==> src/rtl/uart_echo_fifo.sv <==
// UART receiver -> FIFO -> UART transmitter echo path with sticky error flags.
// Optional CR -> CR,LF expansion when UART_ECHO_CRLF_EN is defined.
module uart_echo_fifo #(
    parameter int CLOCK_FREQUENCY = 100_000_000,
    parameter int BAUD_RATE       = 115200,
    parameter int DATA_BITS       = 8,
    parameter int PARITY          = 0,
    parameter int STOP_BITS       = 1,
    parameter int FIFO_DEPTH      = 16
) (
    input  logic                          clk,
    input  logic                          rst,
    input  logic                          rxd,
    output logic                          txd,
    input  logic                          tx_enable,
    input  logic                          clr_err,
    output logic                          rx_strobe,
    output logic [DATA_BITS-1:0]          rx_data,
    output logic [$clog2(FIFO_DEPTH):0]   fifo_count,
    output logic                          fifo_full,
    output logic                          tx_busy,
    output logic                          overrun_err,
    output logic                          frame_err,
    output logic                          parity_err
);
    localparam int CPB   = CLOCK_FREQUENCY / BAUD_RATE;
    localparam int CNT_W = $clog2(CPB);
    localparam int AW    = $clog2(FIFO_DEPTH);
    localparam int CW    = AW + 1;
    localparam logic [CNT_W-1:0] HALF = CNT_W'(CPB / 2 - 1);
    localparam logic [CNT_W-1:0] FULL = CNT_W'(CPB - 1);
    localparam logic [3:0]       LAST = 4'(DATA_BITS - 1);

    typedef enum logic [2:0] {S_IDLE, S_START, S_DATA, S_PARITY, S_STOP} state_t;

    state_t                 rx_state, tx_state;
    logic                   rx_meta, rx_sync;
    logic [CNT_W-1:0]       rx_cnt, tx_cnt;
    logic [3:0]             rx_bit, tx_bit;
    logic [DATA_BITS-1:0]   rx_sh, tx_sh;
    logic                   rx_par, tx_par, tx_stop;
    logic [DATA_BITS-1:0]   mem [FIFO_DEPTH];
    logic [AW-1:0]          wr_ptr, rd_ptr;
    logic                   stop_samp, par_bad, good_frame, room;
    logic                   rx_accept, rx_drop, lf_pend, push, pop;
    logic [DATA_BITS-1:0]   push_data;

    always_ff @(posedge clk) begin
        if (rst) begin
            rx_meta <= 1'b1;
            rx_sync <= 1'b1;
        end else begin
            rx_meta <= rxd;
            rx_sync <= rx_meta;
        end
    end

    always_ff @(posedge clk) begin
        if (rst) begin
            rx_state <= S_IDLE;
            rx_cnt   <= '0;
            rx_bit   <= '0;
            rx_sh    <= '0;
            rx_par   <= 1'b0;
        end else begin
            case (rx_state)
                S_IDLE: begin
                    rx_cnt <= '0;
                    rx_bit <= '0;
                    if (!rx_sync) rx_state <= S_START;
                end
                S_START: begin
                    if (rx_cnt == HALF) begin
                        rx_cnt   <= '0;
                        rx_state <= rx_sync ? S_IDLE : S_DATA;
                    end else rx_cnt <= rx_cnt + 1'b1;
                end
                S_DATA: begin
                    if (rx_cnt == FULL) begin
                        rx_cnt <= '0;
                        rx_sh  <= {rx_sync, rx_sh[DATA_BITS-1:1]};
                        rx_bit <= rx_bit + 1'b1;
                        if (rx_bit == LAST) rx_state <= (PARITY != 0) ? S_PARITY : S_STOP;
                    end else rx_cnt <= rx_cnt + 1'b1;
                end
                S_PARITY: begin
                    if (rx_cnt == FULL) begin
                        rx_cnt   <= '0;
                        rx_par   <= rx_sync;
                        rx_state <= S_STOP;
                    end else rx_cnt <= rx_cnt + 1'b1;
                end
                S_STOP: begin
                    if (rx_cnt == FULL) rx_state <= S_IDLE;
                    else rx_cnt <= rx_cnt + 1'b1;
                end
                default: rx_state <= S_IDLE;
            endcase
        end
    end

    // Everything about the received frame is decided in the stop-sample cycle.
    assign stop_samp  = (rx_state == S_STOP) && (rx_cnt == FULL);
    assign par_bad    = (PARITY != 0) && ((^rx_sh ^ rx_par) != (PARITY == 1));
    assign good_frame = stop_samp && rx_sync && !par_bad;
    assign rx_accept  = good_frame && room;
    assign rx_drop    = good_frame && !room;

`ifdef UART_ECHO_CRLF_EN
    logic is_cr;
    assign is_cr = (DATA_BITS == 8) && (rx_sh == DATA_BITS'(13));
    assign room  = is_cr ? (fifo_count <= CW'(FIFO_DEPTH - 2)) : !fifo_full;
    always_ff @(posedge clk) begin
        if (rst) lf_pend <= 1'b0;
        else     lf_pend <= rx_accept && is_cr;
    end
`else
    assign room    = !fifo_full;
    assign lf_pend = 1'b0;
`endif

    assign push      = rx_accept || lf_pend;
    assign push_data = lf_pend ? DATA_BITS'(10) : rx_sh;
    assign pop       = (tx_state == S_IDLE) && tx_enable && (fifo_count != '0);
    assign fifo_full = (fifo_count == CW'(FIFO_DEPTH));
    assign tx_busy   = (tx_state != S_IDLE);

    always_ff @(posedge clk) begin
        if (push) mem[wr_ptr] <= push_data;
    end

    always_ff @(posedge clk) begin
        if (rst) begin
            wr_ptr      <= '0;
            rd_ptr      <= '0;
            fifo_count  <= '0;
            rx_strobe   <= 1'b0;
            rx_data     <= '0;
            overrun_err <= 1'b0;
            frame_err   <= 1'b0;
            parity_err  <= 1'b0;
        end else begin
            if (push) wr_ptr <= wr_ptr + 1'b1;
            if (pop)  rd_ptr <= rd_ptr + 1'b1;
            fifo_count  <= fifo_count + CW'(push) - CW'(pop);
            rx_strobe   <= rx_accept;
            if (rx_accept) rx_data <= rx_sh;
            overrun_err <= rx_drop | (overrun_err & ~clr_err);
            frame_err   <= (stop_samp & ~rx_sync) | (frame_err & ~clr_err);
            parity_err  <= (stop_samp & par_bad) | (parity_err & ~clr_err);
        end
    end

    always_ff @(posedge clk) begin
        if (rst) begin
            tx_state <= S_IDLE;
            txd      <= 1'b1;
            tx_cnt   <= '0;
            tx_bit   <= '0;
            tx_sh    <= '0;
            tx_par   <= 1'b0;
            tx_stop  <= 1'b0;
        end else begin
            case (tx_state)
                S_IDLE: begin
                    txd <= 1'b1;
                    if (pop) begin
                        tx_sh    <= mem[rd_ptr];
                        tx_par   <= (PARITY == 1) ? ~^mem[rd_ptr] : ^mem[rd_ptr];
                        txd      <= 1'b0;
                        tx_cnt   <= '0;
                        tx_bit   <= '0;
                        tx_stop  <= 1'b0;
                        tx_state <= S_START;
                    end
                end
                S_START: begin
                    if (tx_cnt == FULL) begin
                        tx_cnt   <= '0;
                        txd      <= tx_sh[0];
                        tx_sh    <= tx_sh >> 1;
                        tx_state <= S_DATA;
                    end else tx_cnt <= tx_cnt + 1'b1;
                end
                S_DATA: begin
                    if (tx_cnt == FULL) begin
                        tx_cnt <= '0;
                        if (tx_bit == LAST) begin
                            txd      <= (PARITY != 0) ? tx_par : 1'b1;
                            tx_state <= (PARITY != 0) ? S_PARITY : S_STOP;
                        end else begin
                            txd    <= tx_sh[0];
                            tx_sh  <= tx_sh >> 1;
                            tx_bit <= tx_bit + 1'b1;
                        end
                    end else tx_cnt <= tx_cnt + 1'b1;
                end
                S_PARITY: begin
                    if (tx_cnt == FULL) begin
                        tx_cnt   <= '0;
                        txd      <= 1'b1;
                        tx_state <= S_STOP;
                    end else tx_cnt <= tx_cnt + 1'b1;
                end
                S_STOP: begin
                    if (tx_cnt == FULL) begin
                        tx_cnt <= '0;
                        if (tx_stop == 1'(STOP_BITS - 1)) tx_state <= S_IDLE;
                        else tx_stop <= tx_stop + 1'b1;
                    end else tx_cnt <= tx_cnt + 1'b1;
                end
                default: tx_state <= S_IDLE;
            endcase
        end
    end
endmodule

==> config.mk <==
export PLATFORM = sky130hd
export DESIGN_NAME = uart_echo_fifo
export DESIGN_NICKNAME = d
export VERILOG_FILES = /design/src/rtl/uart_echo_fifo.sv
export SDC_FILE = /design/constraint.sdc
export NUM_CORES = 1
export LEC_CHECK = 0
export ABC_AREA = 1
export CAP_MARGIN = 20
export CORE_AREA = 2 2 172 174
export DETAILED_ROUTE_END_ITERATION = 10
export DIE_AREA = 0 0 174 176
export SLEW_MARGIN = 20
export SYNTH_ARGS = -nofsm -noshare
export SYNTH_HDL_FRONTEND = slang
export SYNTH_SLANG_ARGS = --single-unit
export TNS_END_PERCENT = 5
==> constraint.sdc <==
create_clock -name clk -period 3.16 [get_ports clk]
set_input_delay 0.474 -clock clk [delete_from_list [all_inputs] [get_ports clk]]
set_output_delay 0.474 -clock clk [all_outputs]
set_load 0.03 [all_outputs]
==> results.json, run 1 <==
{
  "status": "finished, final reports clean",
  "cts_root_buf": "clkbuf_16",
  "synth_edf_count": 128,
  "synth.area.top_cells": "edfxtp_1, dfxtp_1, nand2_1",
  "ys.flop_type": "edfxtp_1",
  "fin_crit_sh_pct": 87.5,
  "hpwl_microns": 13800,
  "yosysSeqAreaShare_pct": 58.5,
  "power.density_nw_per_um2": 736,
  "cp.required_ns": 3.54,
  "ys_types": 39,
  "start_util_pct": 32.9,
  "ys_top_cells_by_count": "nand2_1, inv_1, edfxtp_1, nand3_1, nor2_1",
  "ys_async_sr_fraction_pct": 0,
  "setup_tns_ns": 0,
  "multi_input_area_sq_um": 3160,
  "maxCapViolCount": 0,
  "clock_path_buffers": 3,
  "finalPower_w": 0.00789,
  "grt-ovfl-total": 0,
  "track_usage_pct": 13.8,
  "fillers": 2930,
  "holdCritStartpoint": "rx_meta",
  "cts_sinks": 210,
  "dieWidth_microns": 174,
  "area_delta_synth_final_pct": 14.3,
  "cts.repair.resized": 0,
  "critical_path.endpoint_type": "flip-flop",
  "clk_pin_slew_ns": 0.06,
  "wl_microns": 20700,
  "critPathLaunchType": "flip-flop",
  "drc_errors": 0,
  "vias": 6832,
  "worst_pin_slew_ns": 1.03,
  "crit_arrival_ns": 3.15,
  "cts_tree": "done",
  "irDropWorstVdd_mv": 0.384,
  "die_area_sq_um": 30600,
  "synth.ff_latch_count": 210,
  "min_path_type": "reg -> reg",
  "routed_via_density": 4.60,
  "fin_ws_ns": 0.394,
  "cts_hold_buf": 0,
  "wl_per_cell_microns": 13.9,
  "core_sq_um": 28500,
  "finalSetupViolations": 0,
  "max_freq_ghz": 0.361,
  "pre_cts_ws_ns": 0.422,
  "syn_area_sq_um": 9380,
  "cts_buffers": 22,
  "synth.most_common_cell": "nand2_1",
  "grt_pass1_wl_microns": 34400,
  "pin_count": 25,
  "drive_gt1_share_pct": 7.35,
  "yosysTopAreaCellShare_pct": 41.0,
  "gp_congestion": 0.812,
  "antenna_found_initial": 0,
  "cp_max_fo": 5,
  "synth_top_cell_by_area": "edfxtp_1",
  "setup.worst_path.start": "rx_cnt[0]",
  "port_buffers": 24,
  "seq_area_sq_um": 5490,
  "syn_area_per_cell_sq_um": 8.83,
  "max_slew_margin_pct": 31.1,
  "ys_warn_count": 0,
  "rsz0062_at_grt": "false",
  "criticalPathCategory": "reg -> reg",
  "finalNonFillerCells": 1486,
  "synth_fp_nets": 1084,
  "cp_top_family": "adder cells",
  "cp_slowest_cell": "fa_1",
  "dp.cells": 1446,
  "power.leakage_nw": 4.26,
  "nets": 1108,
  "row_count": 62,
  "drt_iter0_drc": 469,
  "r2r-start": "rx_cnt[0]",
  "whs_ns": 0.437,
  "grt_pass1_vias": 6822,
  "dr.pass1.iters": 6,
  "ant_nets": 0,
  "grt_start_max_net_pins": 69,
  "syn-instance-count": 1062,
  "slew_violations": 0,
  "crit_buf_inv": 2,
  "antennaDiodeCount": 0,
  "h-tree-depth": 1,
  "crit_top_cell": "ha_1",
  "crit_path_max_incr_delay_ns": 0.40,
  "die_h_microns": 176,
  "crit_chain": "ha_1 -> nor3b_1 -> nand4_2 -> nor2_4 -> inv_1 -> ha_1 -> inv_1 -> ha_1 -> fa_1 -> a21oi_1 -> o21ai_0 -> o21ai_0 -> a21oi_1",
  "post-cts-setup-buffers": 0,
  "final.min_clock_period_ns": 2.77,
  "hold_viol_final": 0,
  "clock_latency_ns": 0.50,
  "clock_skew_ns": 0.00647
}
sequential cells by signal, indices dropped and copies added, names as in the netlist, 3 cells and up, named ones only:
signal / count
mem: 128
rx_bit: 4
tx_sh: 8
wr_ptr: 4
fifo_count: 5
tx_bit: 4
rd_ptr: 4
rx_cnt: 10
tx_cnt: 10
push_data: 8
tx_state: 3
rx_data: 8
rx_state: 3
layout by cell type (no fill, tap or decap), types with 4 or more instances in the layout:
cell             instances
dfxtp_1                 81
nand4_1                 11
clkdlybuf4s50_1         24
edfxtp_1               128
nor3_1                  17
nor2_1                  87
ha_1                    16
a21oi_1                 56
inv_1                  136
clkbuf_16               23
o21ai_0                 37
clkbuf_1                 8
nand2_1                283
buf_4                   12
nand3_1                111
o211ai_1                 5
inv_2                   10
xor2_1                   4
a21oi_2                  4
o21ai_1                  4
nand2_2                  9
power by group:
part,internal (W),switching (W)
registers,0.00303,0.000124
clock network,0.00149,0.00102
logic,0.000721,0.00151
layer usage:
layer  vias up  track usage, %  routed length [microns]
li1       3516               -                        -
met2       132            23.9                     9820
met1      3155            18.2                     9580
met4         0            3.85                      357
met5         -               0                        0
met3        29            1.59                      933
cell families after synthesis:
family                   Yosys count  synth area share (%)
AO/OA/AOI/OAI                    111                  6.31
XOR/XNOR                           5                 0.467
adder cells (fa/ha/maj)           17                  2.35
buffers and inverters            183                  7.83
flip-flops                       210                  58.5
AND/OR/NAND/NOR                  536                  24.6
final timing paths:
check | endpoint | slack, ns | cells after the start
setup reg to reg | fifo_count[4] | 0.39 | 13
hold / removal | rx_sync | 0.44 | 1
setup / recovery | fifo_count[4] | 0.39 | 13
hold reg to reg | rx_sync | 0.44 | 1
cell type report:
cell class / instances / area share, %
Multi-Input combinational cell: 669 / 29.5
Clock inverter: 6 / 0.572
Clock buffer: 34 / 6.04
Inverter: 147 / 5.15
Timing Repair Buffer: 36 / 3.08
Sequential cell: 210 / 51.2
Tap cell: 384 / 4.48
stage by stage:
stage	util (%)	area, sq um
2_1_floorplan	-	9380
3_3_place_gp	35.1	10000
3_5_place_dp	35.1	10000
4_1_cts	37.5	10700
5_1_grt	37.5	10700
6_report	37.5	10700
Note: power is estimated with default switching activity, not from simulation.
==> run 2, diff against run 1 <==
Clock period 3.16 ns to 3 ns, I/O delays scaled along.
==> results.json, run 2 (synthesized netlist as in run 1, its figures left out) <==
{
  "drt_iter0_drc": 695,
  "irDropWorstVdd_mv": 0.498,
  "dr.pass1.iters": 5,
  "cp.required_ns": 3.39,
  "cts_tree": "done",
  "vias": 6937,
  "core_sq_um": 28500,
  "crit_buf_inv": 2,
  "worstReg2RegEnd": "fifo_count[4]",
  "ant_nets": 0,
  "die_area_sq_um": 30600,
  "die_h_microns": 176,
  "max_freq_ghz": 0.355,
  "fin_ws_ns": 0.182,
  "r2r_slack_ns": 0.18,
  "routed_via_density": 4.63,
  "crit_path_max_incr_delay_ns": 0.41,
  "worst_pin_slew_ns": 0.868,
  "seq_area_sq_um": 5490,
  "pin_count": 25,
  "final.min_clock_period_ns": 2.82,
  "fin_crit_sh_pct": 93.9,
  "cp_top_family": "adder cells",
  "drc_errors": 0,
  "top_register": "mem",
  "port_buffers": 24,
  "holdCritStartpoint": "rx_meta",
  "cp_slowest_cell": "fa_1",
  "cts.repair.resized": 0,
  "crit_arrival_ns": 3.21,
  "clk_pin_slew_ns": 0.06,
  "slew_violations": 0,
  "final_cell_mix": "nand2_1, inv_1, edfxtp_1",
  "r2r-start": "rx_cnt[0]",
  "hold_depth": 1,
  "rsz0062_at_grt": "false",
  "dieWidth_microns": 174,
  "critical_path.endpoint_type": "flip-flop",
  "min_path_type": "reg -> reg",
  "dr_wl_met3_microns": 884,
  "setup_tns_ns": 0,
  "crit_chain": "ha_1 -> nor3b_1 -> nand4_2 -> nor2_4 -> inv_1 -> ha_1 -> inv_1 -> ha_1 -> fa_1 -> a21oi_1 -> o21ai_0 -> o21ai_0 -> a21oi_1",
  "wl_microns": 20700,
  "criticalPathCategory": "reg -> reg",
  "min_to": "rx_sync",
  "critPathLaunchType": "flip-flop",
  "top_layer": "met4",
  "antennaDiodeCount": 0,
  "cts_root_buf": "clkbuf_16",
  "cts_buffers": 23,
  "reg2reg_depth": 13,
  "grt_pass1_vias": 6653,
  "grt_pass1_wl_microns": 34300,
  "m1WireLength_microns": 9680,
  "max_slew_margin_pct": 42.1,
  "antenna_found_initial": 0,
  "met2WireLength_microns": 9630,
  "area_delta_synth_final_pct": 15.4,
  "cts_sinks": 210,
  "power.density_nw_per_um2": 778,
  "gp_congestion": 0.798,
  "status": "finished, final reports clean",
  "grt_start_max_net_pins": 69,
  "post-cts-setup-buffers": 0,
  "drive_gt1_share_pct": 8.89,
  "track_usage_pct": 13.7,
  "finalSetupViolations": 0,
  "wl_per_cell_microns": 13.9,
  "grt-ovfl-total": 0,
  "clock_skew_ns": 0.0130,
  "maxCapViolCount": 0,
  "hpwl_microns": 13500,
  "hold_viol_final": 0,
  "multi_input_area_sq_um": 3160,
  "fillers": 2921,
  "start_util_pct": 32.9,
  "cts_hold_buf": 0,
  "nets": 1120,
  "row_count": 62,
  "top_regs": "mem (128), rx_cnt (10), tx_cnt (10)",
  "layout_commonest_cell": "nand2_1",
  "clock_latency_ns": 0.51,
  "cp_max_fo": 5,
  "power.leakage_nw": 4.34,
  "h-tree-depth": 1,
  "largest_register_ffs": 128,
  "pre_cts_ws_ns": 0.205,
  "clock_path_buffers": 3,
  "crit_top_cell": "ha_1"
}
[run 2: cell count changes in the layout (fill, tap and decap cells not counted)]
| cell | before | now |
|---|---|---|
| clkbuf_1 | 8 | 2 |
| buf_4 | 12 | 23 |
| clkinv_2 | 1 | 8 |
| clkbuf_8 | 3 | 1 |
| bufinv_16 | 1 | 2 |
| inv_6 | 0 | 1 |
[run 2: power breakdown]
group / internal, W / leakage, nW / total [W] / switching [W]
Sequential: 0.00319 / 1.55 / 0.00331 / 0.000123
Combinational: 0.000784 / 2.43 / 0.00237 / 0.00158
Clock: 0.00160 / 0.359 / 0.00274 / 0.00114
[run 2: worst max-delay path by stage]
stage | from | cells after the start | slack (ns) | endpoint
floorplan | fifo_count[2] | 15 | 0.04 | fifo_count[4]
global placement | rx_cnt[0] | 13 | 0.26 | fifo_count[4]
detailed placement | rx_cnt[0] | 13 | 0.20 | fifo_count[4]
CTS | rx_cnt[0] | 13 | 0.18 | fifo_count[4]
global route | rx_cnt[0] | 13 | 0.02 | fifo_count[4]
finish | rx_cnt[0] | 13 | 0.18 | fifo_count[4]
[run 2: per-layer routing]
metal	GRT usage (%)	vias to the layer above
met2	23.1	150
li1	-	3541
met4	4.66	0
met1	18.6	3208
met5	0	-
met3	1.46	38
[run 2: area by class of cell]
type / instances / share of cell area [%]
repair buffers: 47 / 3.81
flip-flops and latches: 210 / 50.7
multi-input cells: 669 / 29.2
well taps: 384 / 4.44
inverters: 147 / 5.10
clock inverters: 15 / 1.25
clock buffers: 26 / 5.51
[run 2: worst reg2reg max path, cell delays in order, from the launching register on]
cell	delay, ns
dfxtp_1	0.40
ha_1	0.27
nor3b_1	0.28
nand4_2	0.19
nor2_4	0.12
inv_1	0.06
ha_1	0.27
inv_1	0.03
ha_1	0.20
fa_1	0.41
a21oi_1	0.15
o21ai_0	0.10
o21ai_0	0.16
a21oi_1	0.05
[run 2: per-stage QoR]
stage / instances / hold slack [ns] / instance area (sq um) / total power (W) / util (%)
after detailed placement: 1457 / 0.409 / 10100 / 0.00574 / 35.4
final: 1498 / 0.416 / 10800 / 0.00842 / 37.9
after global routing: 1498 / 0.439 / 10800 / 0.00897 / 37.9
after floorplan: 1062 / 0.389 / 9380 / 0.00514 / -
after CTS: 1498 / 0.425 / 10800 / 0.00849 / 37.9
after global placement: 1457 / 0.422 / 10100 / 0.00571 / 35.4
==> RTL change 1 (config.mk and constraints of run 2) <==
The option `UART_ECHO_CRLF_EN` is turned on by a define.
--- a/src/rtl/uart_echo_fifo.sv
+++ b/src/rtl/uart_echo_fifo.sv
@@ -1,4 +1,6 @@
 // UART receiver -> FIFO -> UART transmitter echo path with sticky error flags.
 // Optional CR -> CR,LF expansion when UART_ECHO_CRLF_EN is defined.
+`define UART_ECHO_CRLF_EN
+
 module uart_echo_fifo #(
     parameter int CLOCK_FREQUENCY = 100_000_000,
Formal check against the unedited RTL: same outputs for any inputs over 10 cycles, from zero or initial values and one cycle with rst high; that may be too few to reach the edited logic, so the function may still have changed.
==> RTL change 1 against run 2 <==
Total power up 2.9%. Highest routed layer unchanged. Cell area up 3.7%. Synthesized area up 3.1%. Wire length up 5.6%. Sequential cell count up 1. Die area unchanged. Core utilization up 1.4 points. Worst setup slack better by 0.067 ns.
==> RTL change 1: results (changes against run 2) <==
** Status
- Run status :: finished, final reports clean (unchanged)

** Synth
- Leading post-synthesis cells by cell area :: sky130_fd_sc_hd__edfxtp_1 (40%), sky130_fd_sc_hd__dfxtp_1 (17%), sky130_fd_sc_hd__nand2_1 (11%) (was sky130_fd_sc_hd__edfxtp_1 (41%), sky130_fd_sc_hd__dfxtp_1 (18%), sky130_fd_sc_hd__nand2_1 (11%))
- The post-synthesis compound-gate area fraction was 0.0624 (was 0.0631).
- The synthesized area divided by synthesized cell count came to 8.73 sq um (was 8.83 sq um).
- Post-synthesis sequential area ratio :: 0.569 (was 0.585)
- The adder-cell area share of the yosys netlist is 0.0267 (was 0.0235).
- The xor/xnor cell area share of the yosys netlist came to 0.00634 (was 0.00467).

** Setup path
- Critical path peak fanout :: 4 (was 5)
- Worst reg-to-reg path cell count :: 18 (was 13)
- The worst-case register-to-register setup slack came to 0.25 ns (was 0.18 ns).
- Data arrival at the endpoint of the critical path :: 3.19 ns (was 3.21 ns)
- The buffering stage count on the worst path with inverters included is 4 (was 2).

** Timing
- Clock Skew :: 0.0218 ns (was 0.0130 ns)
- Remaining max-slew budget at the tightest pin :: 0.501 (was 0.421)
- The maximum achievable frequency came to 363 MHz (was 355 MHz).
- The minimum hold slack came to 0.424 ns (was 0.416 ns).

** Detailed routing
- The routed length on met3 was 1030 um (was 884 um).
- Final routed wirelength across all metal layers :: 21900 um (was 20700 um)
- Initial DRC Count :: 405 (was 695)
- The mean routed wirelength per cell came to 14.1 um (was 13.9 um).
- The wire length on met2 came to 9650 um (was 9630 um).
- WL met1 :: 10600 um (was 9680 um)

** Global route
- Routing usage on met1 :: 0.196 (was 0.186)
- The global routing met3 resource utilization came to 0.0213 (was 0.0146).
- The global-route total usage across every layer is 0.144 (was 0.137).
- Largest net degree at the start of global routing :: 68 (was 69)
- The met2 global-route usage was 0.236 (was 0.231).
- The via count of the first global-routing pass was 7017 (was 6653).

** Finish
- The share of layout cells above drive strength 1 is 0.100 (was 0.0889).
- Post-layout nets :: 1177 (was 1120)
- Final-layout fill cell count :: 2854 (was 2921)

** Place
- Routability cong. :: 0.835 (was 0.798)
- Cell total after placement :: 1511 (was 1457)
- The sum of net half-perimeters after detailed placement is 14000 um (was 13500 um).
- DP Area :: 0.0105 sq mm (was 0.0101 sq mm)
- The pre-CTS setup slack came to 0.103 ns (was 0.205 ns).

** Power and ir drop
- The worst supply voltage drop on vdd is 0.557 mV (was 0.498 mV).
- The leakage power summed over all cells was 0.00457 uW (was 0.00434 uW).
RTL change 1: cell count changes in the layout (fill, tap and decap cells not counted), sizes merged, moves of 5 or more:
cell          run 2  this run
nand2           293       302
nand3           114       120
nor2             91       118
inv             147       141
o21ai            41        36
buf              23        34
RTL change 1: area by class of cell:
type | count | area (sq um) | share of cell area
flip-flops and latches | 211 | 5510 | 0.491
multi-input cells | 716 | 3460 | 0.308
clock buffers | 26 | 587 | 0.0523
inverters | 142 | 533 | 0.0475
repair buffers | 58 | 495 | 0.0441
well taps | 384 | 480 | 0.0428
clock inverters | 16 | 158 | 0.0140
RTL change 1: where the power goes:
part / switching [uW] / internal, uW / leakage [uW]
registers: 144 / 3180 / 0.00173
clock network: 1140 / 1660 / 0.000363
logic: 1730 / 802 / 0.00247
RTL change 1: timing repair:
item,4_1_cts,5_1_grt
buffers inserted,0,0
gates resized for setup,0,9
setup endpoints to repair,0,1
==> RTL change 2 (settings of run 2) <==
Without the edit above. Register the output `frame_err` once more, without a reset; this adds one clock of latency there. The other outputs are not delayed to match.
--- a/src/rtl/uart_echo_fifo.sv
+++ b/src/rtl/uart_echo_fifo.sv
@@ -34,4 +34,6 @@
     typedef enum logic [2:0] {S_IDLE, S_START, S_DATA, S_PARITY, S_STOP} state_t;
 
+    logic frame_err_s0;
+
     state_t                 rx_state, tx_state;
     logic                   rx_meta, rx_sync;
@@ -138,5 +140,5 @@
             rx_data     <= '0;
             overrun_err <= 1'b0;
-            frame_err   <= 1'b0;
+            frame_err_s0 <= 1'b0;
             parity_err  <= 1'b0;
         end else begin
@@ -147,5 +149,5 @@
             if (rx_accept) rx_data <= rx_sh;
             overrun_err <= rx_drop | (overrun_err & ~clr_err);
-            frame_err   <= (stop_samp & ~rx_sync) | (frame_err & ~clr_err);
+            frame_err_s0 <= (stop_samp & ~rx_sync) | (frame_err_s0 & ~clr_err);
             parity_err  <= (stop_samp & par_bad) | (parity_err & ~clr_err);
         end
@@ -214,4 +216,8 @@
         end
     end
+    always_ff @(posedge clk) begin
+        frame_err <= frame_err_s0;
+    end
+
 endmodule
 
Formal check against the unedited RTL: no difference found for any inputs over 10 cycles, from zero or initial values and one cycle with rst high; that may be too few to reach the edited logic, so the function may still have changed.
==> RTL change 2 against run 2 <==
Synthesized area grew 0.21%. Worst setup slack improved by 0.064 ns. Wire length is 0.86% lower. Die area stayed put. Sequential cell count up 1. Non-clock buffer count unchanged. Total power down 0.47%. Cell area increased by 0.14%. Critical endpoint unchanged.
==> RTL change 2: results (changes against run 2) <==
** Timing
- Actual transition at the worst max-transition pin :: 0.805 ns (was 0.868 ns)
- Setup violations, final :: 0 (unchanged)
- The final setup skew was 0.0173 ns (was 0.0130 ns).
- Number of hold violations in the final report :: 0 (unchanged)

** Hold path
- The worst hold-check path type is reg -> reg (unchanged).

** Finish
- Leading registers by flop count: mem: 128 flops, rx_cnt: 10 flops, tx_cnt: 10 flops (unchanged).
- Layout cell share with drive strength beyond 1 :: 0.0869 (was 0.0889)
- The filler cell count came to 2910 (was 2921).

** Synth
- Post-synth ARST share :: 0 (unchanged)
- Number of nets produced by synthesis :: 1085 (was 1084)
- Dominant register cell in the synthesized netlist :: sky130_fd_sc_hd__edfxtp_1 (unchanged)
- The number of library cell types mapped by synthesis came to 39 (unchanged).
- Post-synthesis sequential area ratio :: 0.586 (was 0.585)
- Leading post-synthesis cells by cell area :: sky130_fd_sc_hd__edfxtp_1 (41%), sky130_fd_sc_hd__dfxtp_1 (18%), sky130_fd_sc_hd__nand2_1 (11%) (unchanged)

** Setup path
- Data arrival at the endpoint of the critical path :: 3.14 ns (was 3.21 ns)
- Critical path peak fanout :: 5 (unchanged)
- CP peak stage delay :: 0.41 ns (about the same)
- Cell at the slowest stage of the critical path :: sky130_fd_sc_hd__fa_1 (unchanged)

** Global route
- The global-route total usage across every layer was 0.136 (was 0.137).
- Global-route wire length before repair :: 33800 um (was 34300 um)
- Number of global-route vias before repair :: 6620 (was 6653)

** Clocking
- Buffers from clock root to sink, at most :: 3 (unchanged)
- Gates resized, CTS repair :: 0 (unchanged)
- Maximum level of the CTS H-tree :: 1 (unchanged)
- Cts bufs inserted :: 23 (unchanged)

** Status
- Run status :: finished, final reports clean (unchanged)

** Power and ir drop
- Worst VDD drop :: 0.423 mV (was 0.498 mV)
- Leakage dissipation :: 0.00434 uW (about the same)

** Detailed routing
- The mean number of vias per cell came to 4.57 (was 4.63).
- Initial DRC Count :: 474 (was 695)
- The overall routed net length was 20600 um (was 20700 um).

** Place
- The sum of net half-perimeters after detailed placement was 13200 um (was 13500 um).
- The last weighted congestion value of the routability-driven placer is 0.802 (was 0.798).
- The post-detailed-placement cell area was 0.0101 sq mm (about the same).
==> RTL change 2: changes by cell type after synthesis <==
cell / before / now
sky130_fd_sc_hd__dfxtp_1: 82 / 83
==> RTL change 2: metal layers <==
| layer | GRT usage | vias up | routed length (um) |
|---|---|---|---|
| met4 | 0.0466 | 0 | 514 |
| li1 | - | 3553 | - |
| met2 | 0.228 | 123 | 9380 |
| met5 | 0 | - | 0 |
| met3 | 0.0194 | 31 | 841 |
| met1 | 0.182 | 3141 | 9840 |
==> RTL change 2: final timing paths <==
check / to / depth (start not counted) / slack, ns / startpoint
max: fifo_count[4]$_SDFF_PP0_ / 13 / 0.25 / rx_cnt[0]$_SDFFE_PP0P_
min: frame_err$_DFF_P_ / 0 / 0.35 / frame_err_s0$_SDFF_PP0_
max reg2reg: fifo_count[4]$_SDFF_PP0_ / 13 / 0.25 / rx_cnt[0]$_SDFFE_PP0P_
min reg2reg: frame_err$_DFF_P_ / 0 / 0.35 / frame_err_s0$_SDFF_PP0_
==> RTL change 2: critical path, delay by kind of cell, from the launching register on <==
kind	cells	cell delay, ns
AO/OA/AOI/OAI	4	0.46
flip-flops	1	0.40
buffers and inverters	2	0.10
AND/OR/NAND/NOR	3	0.55
adder cells (fa/ha/maj)	4	1.13
==> RTL change 2: where the power goes <==
part           total, uW  internal, uW  switching (uW)  leakage [uW]
Sequential          3320          3200             123       0.00156
Clock               2710          1590            1130      0.000354
Combinational       2350           767            1580       0.00243
Total               8380          5550            2830       0.00434
==> RTL change 2: cells by family (layout without fill, tap and decap cells) <==
logic type	Yosys count	in the layout	share of synthesized area
AND/OR/NAND/NOR	536	536	0.245
flip-flops	211	211	0.586
buffers and inverters	183	236	0.0781
AO/OA/AOI/OAI	111	111	0.0630
adder cells (fa/ha/maj)	17	17	0.0234
XOR/XNOR	5	5	0.00466
==> RTL change 2: through the flow <==
stage	cells	setup slack [ns]	util
4_1_cts	1500	0.216	0.380
5_1_grt	1500	0.0202	0.380
3_5_place_dp	1458	0.232	0.354
2_1_floorplan	1063	0.0438	-
6_report	1500	0.246	0.380
3_3_place_gp	1458	0.263	0.354
==> RTL change 2: final cells by class <==
| type | count | area, sq um | area share |
|---|---|---|---|
| inverter | 147 | 552 | 0.0509 |
| tap | 384 | 480 | 0.0443 |
| sequential | 211 | 5510 | 0.508 |
| clock inverter | 15 | 134 | 0.0124 |
| timing repair buffer | 47 | 413 | 0.0381 |
| multi-input combinational | 669 | 3160 | 0.292 |
| clock buffer | 27 | 591 | 0.0545 |
